### src/rtl/seven_seg_pkg.sv
// Shared types and segment constants for the seven-segment bus reader.
// Segment bit order: bit0=a ... bit6=g, active-high.
package seven_seg_pkg;

  typedef logic [6:0] seg_t;
  typedef logic [3:0] nibble_t;

  localparam seg_t SEG_0 = 7'h3F;
  localparam seg_t SEG_1 = 7'h06;
  localparam seg_t SEG_2 = 7'h5B;
  localparam seg_t SEG_3 = 7'h4F;
  localparam seg_t SEG_4 = 7'h66;
  localparam seg_t SEG_5 = 7'h6D;
  localparam seg_t SEG_6 = 7'h7D;
  localparam seg_t SEG_7 = 7'h07;
  localparam seg_t SEG_8 = 7'h7F;
  localparam seg_t SEG_9 = 7'h6F;
  localparam seg_t SEG_A = 7'h77;
  localparam seg_t SEG_B = 7'h7C;
  localparam seg_t SEG_C = 7'h39;
  localparam seg_t SEG_D = 7'h5E;
  localparam seg_t SEG_E = 7'h79;
  localparam seg_t SEG_F = 7'h71;

  typedef enum logic [1:0] {
    IDLE,
    SETTLE,
    CAPTURED
  } reader_state_t;

endpackage

### src/rtl/seven_seg_reader_if.sv
// Frame output channel of the seven-segment reader: valid/ready plus the
// recovered digits, per-digit error flags and the overrun pulse.
interface seven_seg_reader_if #(
  parameter int NUM_DIGITS = 4
) ();

  logic                    frame_valid;
  logic                    frame_ready;
  logic [4*NUM_DIGITS-1:0] frame_digits;
  logic [NUM_DIGITS-1:0]   frame_err;
  logic                    overrun;

  modport master (
    output frame_valid,
    output frame_digits,
    output frame_err,
    output overrun,
    input  frame_ready
  );

  modport slave (
    input  frame_valid,
    input  frame_digits,
    input  frame_err,
    input  overrun,
    output frame_ready
  );

endinterface

### src/rtl/seg_pattern_to_nibble.sv
// Combinational segment-pattern to digit lookup. Hex letters A-F are
// recognised only when SEVEN_SEG_READER_HEX_EN is defined.
module seg_pattern_to_nibble
  import seven_seg_pkg::*;
(
  input  seg_t    seg,
  output nibble_t nibble,
  output logic    err
);

  // NOTE: every output gets a default before the case so no latch is inferred.
  always_comb begin
    nibble = 4'h0;
    err    = 1'b0;
    case (seg)
      SEG_0: nibble = 4'h0;
      SEG_1: nibble = 4'h1;
      SEG_2: nibble = 4'h2;
      SEG_3: nibble = 4'h3;
      SEG_4: nibble = 4'h4;
      SEG_5: nibble = 4'h5;
      SEG_6: nibble = 4'h6;
      SEG_7: nibble = 4'h7;
      SEG_8: nibble = 4'h8;
      SEG_9: nibble = 4'h9;
`ifdef SEVEN_SEG_READER_HEX_EN
      SEG_A: nibble = 4'hA;
      SEG_B: nibble = 4'hB;
      SEG_C: nibble = 4'hC;
      SEG_D: nibble = 4'hD;
      SEG_E: nibble = 4'hE;
      SEG_F: nibble = 4'hF;
`endif
      default: err = 1'b1;
    endcase
  end

endmodule

### src/rtl/seven_seg_reader.sv
// Recovers digit values from a multiplexed seven-segment bus and emits one
// frame per complete scan. Optional hex decoding: SEVEN_SEG_READER_HEX_EN.
module seven_seg_reader
  import seven_seg_pkg::*;
#(
  parameter int NUM_DIGITS    = 4,
  parameter int STABLE_CYCLES = 4
) (
  input  logic                  clk,
  input  logic                  rst_n,
  input  seg_t                  seg_in,
  input  logic [NUM_DIGITS-1:0] dig_sel_in,
  seven_seg_reader_if.master    frame_if
);

  localparam int CNT_W = $clog2(STABLE_CYCLES + 1);
  localparam int IDX_W = (NUM_DIGITS > 1) ? $clog2(NUM_DIGITS) : 1;

  seg_t                    s_seg, p_seg;
  logic [NUM_DIGITS-1:0]   s_sel, p_sel;
  reader_state_t           state, next_state;
  logic [CNT_W-1:0]        cnt, next_cnt;
  logic                    capture;
  logic                    changed;
  logic                    sel_onehot;
  logic                    sel_multi;
  logic [IDX_W-1:0]        sel_idx;
  nibble_t                 lookup_nib;
  logic                    lookup_err;
  logic [NUM_DIGITS-1:0]   seen;
  logic [NUM_DIGITS-1:0]   cap_mask;
  logic                    complete;
  logic [4*NUM_DIGITS-1:0] slot_digits;
  logic [NUM_DIGITS-1:0]   slot_err;
  logic                    frame_valid_q;
  logic [4*NUM_DIGITS-1:0] frame_digits_q;
  logic [NUM_DIGITS-1:0]   frame_err_q;
  logic                    overrun_q;

  // p_* holds the previous registered sample so stability is judged on
  // the synchronised copy only.
  // NOTE: sequential state uses non-blocking assignments throughout.
  always_ff @(posedge clk or negedge rst_n) begin
    if (!rst_n) begin
      s_seg <= '0;
      s_sel <= '0;
      p_seg <= '0;
      p_sel <= '0;
    end else begin
      s_seg <= seg_in;
      s_sel <= dig_sel_in;
      p_seg <= s_seg;
      p_sel <= s_sel;
    end
  end

  assign changed = ({s_seg, s_sel} != {p_seg, p_sel});

  always_comb begin
    sel_onehot = 1'b0;
    sel_multi  = 1'b0;
    sel_idx    = '0;
    for (int i = 0; i < NUM_DIGITS; i++) begin
      if (s_sel[i]) begin
        if (sel_onehot) sel_multi = 1'b1;
        sel_onehot = 1'b1;
        sel_idx    = IDX_W'(i);
      end
    end
    sel_onehot = sel_onehot & ~sel_multi;
  end

  always_ff @(posedge clk or negedge rst_n) begin
    if (!rst_n) begin
      state <= IDLE;
      cnt   <= '0;
    end else begin
      state <= next_state;
      cnt   <= next_cnt;
    end
  end

  always_comb begin
    next_state = state;
    next_cnt   = cnt;
    capture    = 1'b0;
    case (state)
      IDLE: begin
        if (sel_onehot) begin
          next_state = SETTLE;
          next_cnt   = CNT_W'(1);
        end else begin
          next_cnt = '0;
        end
      end
      SETTLE, CAPTURED: begin
        if (changed) begin
          next_state = sel_onehot ? SETTLE : IDLE;
          next_cnt   = sel_onehot ? CNT_W'(1) : '0;
        end else if (state == SETTLE) begin
          next_cnt = cnt + CNT_W'(1);
          if (cnt == CNT_W'(STABLE_CYCLES - 1)) begin
            capture    = 1'b1;
            next_state = CAPTURED;
          end
        end
      end
      default: begin
        next_state = IDLE;
        next_cnt   = '0;
      end
    endcase
  end

  seg_pattern_to_nibble u_lookup (
    .seg    (s_seg),
    .nibble (lookup_nib),
    .err    (lookup_err)
  );

  // NOTE: the digit slots are small registers and are reset like the rest,
  // so a frame can never expose uninitialised data.
  always_ff @(posedge clk or negedge rst_n) begin
    if (!rst_n) begin
      slot_digits <= '0;
      slot_err    <= '0;
    end else if (capture) begin
      slot_digits[4*sel_idx +: 4] <= lookup_nib;
      slot_err[sel_idx]           <= lookup_err;
    end
  end

  assign complete = &seen;
  assign cap_mask = NUM_DIGITS'(capture) << sel_idx;

  // A capture on the completion edge belongs to the next frame.
  always_ff @(posedge clk or negedge rst_n) begin
    if (!rst_n) begin
      seen           <= '0;
      frame_valid_q  <= 1'b0;
      frame_digits_q <= '0;
      frame_err_q    <= '0;
      overrun_q      <= 1'b0;
    end else begin
      seen      <= (complete ? '0 : seen) | cap_mask;
      overrun_q <= 1'b0;
      if (complete) begin
        if (!frame_valid_q || frame_if.frame_ready) begin
          frame_valid_q  <= 1'b1;
          frame_digits_q <= slot_digits;
          frame_err_q    <= slot_err;
        end else begin
          overrun_q <= 1'b1;
        end
      end else if (frame_valid_q && frame_if.frame_ready) begin
        frame_valid_q <= 1'b0;
      end
    end
  end

  assign frame_if.frame_valid  = frame_valid_q;
  assign frame_if.frame_digits = frame_digits_q;
  assign frame_if.frame_err    = frame_err_q;
  assign frame_if.overrun      = overrun_q;

endmodule

### src/flat_wrapper.sv
// flat-port wrapper written by rule: the top's interface ports become plain ports
module seven_seg_reader_flat import seven_seg_pkg::*;
#(
  parameter int NUM_DIGITS    = 4,
  parameter int STABLE_CYCLES = 4
)
  (clk, rst_n, seg_in, dig_sel_in, frame_if_frame_valid, frame_if_frame_digits, frame_if_frame_err, frame_if_overrun, frame_if_frame_ready);
  seven_seg_reader_if #(.NUM_DIGITS(NUM_DIGITS)) frame_if_i ();
  input  logic clk;
  input  logic rst_n;
  input  seg_t seg_in;
  input  logic [NUM_DIGITS-1:0] dig_sel_in;
  output wire logic [$bits(frame_if_i.frame_valid)-1:0] frame_if_frame_valid;
  output wire logic [$bits(frame_if_i.frame_digits)-1:0] frame_if_frame_digits;
  output wire logic [$bits(frame_if_i.frame_err)-1:0] frame_if_frame_err;
  output wire logic [$bits(frame_if_i.overrun)-1:0] frame_if_overrun;
  input wire logic [$bits(frame_if_i.frame_ready)-1:0] frame_if_frame_ready;
  assign frame_if_frame_valid = frame_if_i.frame_valid;
  assign frame_if_frame_digits = frame_if_i.frame_digits;
  assign frame_if_frame_err = frame_if_i.frame_err;
  assign frame_if_overrun = frame_if_i.overrun;
  assign frame_if_i.frame_ready = frame_if_frame_ready;
  seven_seg_reader #(.NUM_DIGITS(NUM_DIGITS), .STABLE_CYCLES(STABLE_CYCLES)) u_core (.clk(clk), .rst_n(rst_n), .seg_in(seg_in), .dig_sel_in(dig_sel_in), .frame_if(frame_if_i));
endmodule
### config.mk
export PLATFORM = sky130hd
export DESIGN_NAME = seven_seg_reader_flat
export DESIGN_NICKNAME = d
export VERILOG_FILES = /design/src/rtl/seven_seg_pkg.sv /design/src/rtl/seven_seg_reader_if.sv /design/src/rtl/seg_pattern_to_nibble.sv /design/src/rtl/seven_seg_reader.sv /design/src/flat_wrapper.sv
export SDC_FILE = /design/constraint.sdc
export NUM_CORES = 1
export LEC_CHECK = 0
export ABC_AREA = 1
export BUFFER_PORTS_ARGS = -buffer_cell sky130_fd_sc_hd__buf_2
export CAP_MARGIN = 20
export CORE_UTILIZATION = 35
export CTS_CLUSTER_SIZE = 40
export DETAILED_ROUTE_END_ITERATION = 10
export GPL_TIMING_DRIVEN = 0
export PLACE_DENSITY = 0.49
export SLEW_MARGIN = 25
export SYNTH_ARGS = -nofsm -noshare
export SYNTH_HDL_FRONTEND = slang
export SYNTH_HIERARCHICAL = 1
export SYNTH_SLANG_ARGS = --single-unit
### constraint.sdc
create_clock -name clk -period 5.1 [get_ports clk]
set_clock_uncertainty 0.05 [all_clocks]
set_input_delay 0.765 -clock clk [delete_from_list [all_inputs] [get_ports clk]]
set_output_delay 0.765 -clock clk [all_outputs]
set_load 0.02 [all_outputs]
Yosys cells after proc, flatten, opt, wreduce, memory -nomap -nowiden. Index checks and enable logic that the tools add are counted.

Bits in registers: 73. Output and inout bits: 22. Word-level logic and storage cells: 92.

$add $sub $neg: 2. Magnitude comparators: 2. Equal/unequal tests: 18. Shift operators: 3. Mux-type cells: 39. Bitwise gates (word level): 3. Reductions and logical operators: 12.

Operator list (count): $eq A7 B7 Y1 const B (7); $pmux W4 S9 (1); $neg A4 Y34 (1); $shift A4 B34 Y16 const A (1); $shiftx A4 B34 Y16 (1); $mux W1 (24); $bwmux W16 (1); $eq A7 B3 Y1 const B (2); $mux W2 (6); $ne A11 B11 Y1 (1); $reduce_or A10 Y1 (1); $eq A7 B6 Y1 const B (1); $mux W3 (2); $ne A3 B1 Y1 const B (2); $pmux W3 S2 (1); $reduce_and A5 Y1 (1); $bwmux W4 (1); $mux W4 (1); $or A4 B4 Y4 (1); $pmux W2 S2 (1); $reduce_and A4 Y1 (1); $shl A1 B2 Y4 (1); $add A3 B1 Y3 const B (1); $eq A3 B2 Y1 const B (1); 17 further kinds (18).

Longest topological paths before layout.
Depth after elaboration: 12. Mapped depth: 12. Gate-level depth less buffers: 11.

By module. Netlist, hierarchy kept.

Modules (own cells, without submodules): seven_seg_reader (times used 1, cells an instance 342, area each 3281.9 µm², seq. area each 1826.8 µm²); seg_pattern_to_nibble (times used 1, cells an instance 47, area each 196.4 µm², seq. area each 0.0 µm²).

Least setup slack after synthesis. Ideal clock, no wire load.

Kind: register -> register. Start: register u_core.s_sel[2]. End: register u_core.slot_err[0]. Library setup time: 0.123 ns. Arrival: 1.729 ns. Data required time: 4.927 ns. Path slack: 3.198 ns. Stages on the path, launching flop included: 9. Path buffers: 2. Period minus slack after synthesis: 1.902 ns. Path through: dfrtp_1 > inv_1 > a21oi_1 > buf_2 > ha_1 > clkbuf_1 > inv_1 > o21ai_0 > nand2_1.

Word-level cells in the longest chain between the ends: 7.

RTL lines: from (decl) (line seven_seg_reader.sv:20) `logic [NUM_DIGITS-1:0] s_sel, p_sel;`; from (signal assigned) (line seven_seg_reader.sv:51) `s_sel <= dig_sel_in;`; $mux W2 (2 in a row) (line seven_seg_reader.sv:64) `if (s_sel[i]) begin`; $lt A2 B3 Y1 (not written as such) or $ge A2 B1 Y1 (tied branches) (line seven_seg_reader.sv:129) `slot_err[sel_idx] <= lookup_err;`; $logic_and A1 B1 Y1 (not written as such) (line seven_seg_reader.sv:129); $mux W1 (not written as such) (line seven_seg_reader.sv:129); $demux W1 S2; $bwmux W4 (line seven_seg_reader.sv:129); to (signal, indexed assignment) (line seven_seg_reader.sv:129); to (decl) (line seven_seg_reader.sv:34) `logic [NUM_DIGITS-1:0] slot_err;`.

Parallel ways exist; a longest one is shown, timed or not. A chain may end at the register's enable or synchronous reset.

Final worst setup path.
Start: register u_core.s_sel[3]. End: register u_core.slot_digits[13].

Word-level cells in the longest chain between the ends: 4.

RTL lines: $mux W2 (line seven_seg_reader.sv:64); $neg A4 Y34 (line seven_seg_reader.sv:128) `slot_digits[4*sel_idx +: 4] <= lookup_nib;`; $shiftx A4 B34 Y16 or $shift A4 B34 Y16 (tied branches) (line seven_seg_reader.sv:128); $bwmux W16 (line seven_seg_reader.sv:128); to (signal, indexed assignment) (line seven_seg_reader.sv:128); to (decl) (line seven_seg_reader.sv:33) `logic [4*NUM_DIGITS-1:0] slot_digits;`.

Parallel ways exist; a longest one is shown, timed or not.

==> summary.txt <==
Status
  – Status: finished, final reports clean

Placement
  – Placer's final routability congestion estimate: 0.8141
  – Place WS: approximately 2.7 ns
  – Port-buffer cells: 35
  – HPWL reported at the end of detailed placement: 5062 µm

Logic synthesis
  – Mapped Area: between 3000 and 4000 µm²
  – Most common cell in the netlist: nand2_1
  – Syn Area/Cell: approximately 9 µm²
  – Cell variety after synth: 23
  – Synthesized flop and latch total: 73
  – Fraction of registers with async set/reset: 100.0%
  – Cell accounting for the most synthesized area: dfrtp_1
  – Top cells by area, synth: dfrtp_1 53%, nand2_1 14%, mux2_2 6.5%
  – Synthesis Warnings: 6
  – Synth Instances: 389
  – Post-synth top area share: roughly 53%
  – Main synth FF type: dfrtp_1
  – Syn nets: 415
  – Commonest cells post-synth: 128 x nand2_1, 73 x dfrtp_1, 49 x inv_1, 29 x nand3_1, 26 x nor2_1
  – Seq/Total Area, Yosys: 52.52%
  – EDFF count, synth: 0

Worst setup path
  – CP delay by family, top: simple AND/OR/NAND/NOR gates
  – R2R Setup Slk: 2.76 ns
  – Cells along the critical path: nor2_1, inv_1, ha_1, inv_1, nor4_1, nand3_1, nand2_1
  – Critical path fanouts, max: 8
  – Crit start category: register
  – Max stage delay on crit path: 0.46 ns
  – CP endpoint kind: register
  – Kind of critical path: reg2reg
  – CP max stage cell: dfrtp_1
  – Data required time at the worst endpoint: 5.34 ns
  – Buffers and inverters on the worst path: 2
  – Crit path top cell by count: inv_1
  – CP arrival: between 2 and 3 ns

Finish
  – Final nets: 462
  – Final Util: 42.09%
  – Antenna Diode Count: 0
  – Area grow syn2layout: 17.19%
  – Share of layout cells above drive strength 1: roughly 20%

Pwr
  – Leak: 2.264 nW
  – Gate power share: 9.4%
  – Overall power: 0.001238 W
  – Part of the power in the clock network: 41.1%
  – Psw: ~0.00033 W
  – Pwr dens: 303.7 nW/µm²
  – Pint: 0.0009131 W
  – Sw Share: between 20% and 30%
  – Sequential power share: 49.5%
  – Maximum vdd drop: 162.7 µV

CTS
  – Clk slew on worst S/H paths: 0.09 ns
  – Clock Path Buffers: 2
  – Cts bufs inserted: 9
  – H-tree levels: 3
  – CTS tree: done
  – CTS resizes: 0
  – Count of clock tree sinks: between 70 and 80
  – Clk root buf: clkbuf_8
  – Clk_lat worst skew: around 0.34 ns
  – Hold_buf cts: 0
  – Post-CTS Setup Bufs: 0

Routing
  – Via density: 4.472
  – DRT Wirelength: 6755 µm
  – DRC: 0
  – Detailed-route wire length per cell: between 10 and 15 µm
  – DRT iter0 DRCs: 106
  – Routed Antenna Nets: 0
  – Total number of vias: 2567
  – Router iterations before antenna repair: 4

GRT
  – Largest net degree at the start of global routing: 48
  – First-pass GRT wire length: roughly 12000 µm
  – Overflow after GRT: 0
  – Initial antenna violation count: 0
  – Vias in the first global route: 2446
  – Tot GR Track Use: between 10 and 15%

STA
  – Fin. max-slew vios: 0
  – Fin crit period: approximately 2.3 ns
  – Unrepaired setup endpoints after global routing: false
  – Fin worst setup slack: 2.763 ns
  – F_max: 0.4280 GHz
  – Final Hold Fails: 0
  – Worst-margin pin slew: 0.4489 ns
  – Setup TNS: 0 ns
  – Final setup viols: 0
  – Slew HR: 69.96%
  – Fin crit share: 45.81%

Die
  – Die Ht: 101.7 µm
  – Effective utilization at floorplan: 35.92%
  – Io pins: 36
  – Rows: 36
  – Die area: 10340 µm²
  – Core area: about 9700 µm²
  – Die width: 101.7 µm

Job
  – Number of max-cap violations: 0

Worst hold path
  – Hold Crit Class: in2async
-- layout by cell type (no fill, tap or decap) --
cell,n
clkbuf_1,1
mux2_2,20
nor2_8,1
nor2_4,1
nand2_4,1
clkbuf_8,9
ha_1,12
clkinv_4,3
xor2_1,1
nor3_2,1
dfrtp_1,73
buf_16,1
nand3_1,29
buf_2,37
buf_4,1
bufinv_16,2
o21ai_0,11
inv_6,1
nand2_1,128
nand4_1,11
nor2_2,2
nand2_2,2
nand3_2,3
a21oi_1,1
inv_1,49
nor2_1,26
nor4_1,8
clkinvlp_4,1
xnor2_1,4
buf_12,1
-- worst paths after layout --
kind	startpoint	cells after the start	endpoint
worst min-delay path	rst_n	1	u_core/state[1]$_DFFE_PN0P_
worst max-delay path	u_core/s_sel[3]$_DFF_PN0_	7	u_core/slot_digits[13]$_DFFE_PN0P_
min in group clk	u_core/s_sel[0]$_DFF_PN0_	0	u_core/p_sel[0]$_DFF_PN0_
worst max register to register	u_core/s_sel[3]$_DFF_PN0_	7	u_core/slot_digits[13]$_DFFE_PN0P_
max in group asynchronous	rst_n	2	u_core/slot_err[2]$_DFFE_PN0P_
worst min register to register	u_core/s_sel[0]$_DFF_PN0_	0	u_core/p_sel[0]$_DFF_PN0_
-- through the flow --
| step | cell area (µm²) | cells | hold WS [ns] |
|---|---|---|---|
| after global routing | 4076 | 574 | 0.2911 |
| after floorplan | 3478 | 389 | 0.3631 |
| after CTS | 4076 | 574 | 0.2806 |
| after detailed placement | 3850 | 558 | 0.4087 |
| final | 4076 | 574 | 0.2760 |
| after global placement | 3820 | 557 | 0.3968 |
-- power groups by stage --
stage	registers (W)	logic, W	clock network (W)
detailed placement	0.000625	0.000117	0
global route	0.000616	0.000137	0.000551
floorplan	0.000619	0.0000814	0
finish	0.000613	0.000116	0.000509
CTS	0.000613	0.000118	0.000526
global placement	0.000624	0.000113	0
-- cell families (layout without fill, tap and decap cells) --
kind of cell,after synthesis,in the layout,synth area share (%)
AO/OA/AOI/OAI,12,12,1.726
XOR/XNOR,5,5,1.259
adder cells (fa/ha/maj),12,12,4.316
buffers and inverters,54,106,6.403
flip-flops,73,73,52.52
multiplexers,20,20,6.475
AND/OR/NAND/NOR,213,213,27.30
-- state kept, by name, indices dropped and copies added, names as in the netlist --
name and count:
u_core/p_seg 7, u_core/slot_err 4, u_core/frame_if.overrun 1, u_core/slot_digits 16
u_core/cnt 3, u_core/frame_if.frame_valid 1, u_core/state 2, u_core/p_sel 4
u_core/s_sel 4, u_core/s_seg 7, u_core/seen 4, u_core/frame_if.frame_digits 16
u_core/frame_if.frame_err 4
-- final cells by class --
| type | instances | area [µm²] |
|---|---|---|
| plain buffers | 5 | 38.79 |
| clock buffers | 9 | 123.9 |
| clock inverters | 7 | 102.6 |
| fillers | 991 | 5608 |
| inverters | 49 | 183.9 |
| multi-input cells | 262 | 1429 |
| flip-flops and latches | 73 | 1827 |
| well taps | 133 | 166.4 |
| repair buffers | 36 | 205.2 |
-- routing by layer --
metal / GRT usage [%] / part of all wire [%]
met2: 22.09 / 44
met4: 6.577 / 1.3
met1: 19.96 / 51
met3: 3.589 / 3.3
met5: 0 / 0
-- worst register-to-register path, stage by stage (launching register included) --
cell	delay, ns
dfrtp_1	0.46
nor2_1	0.38
inv_1	0.26
ha_1	0.45
inv_1	0.16
nor4_1	0.33
nand3_1	0.14
nand2_1	0.08
No activity file was read; power rests on OpenSTA's default activity.
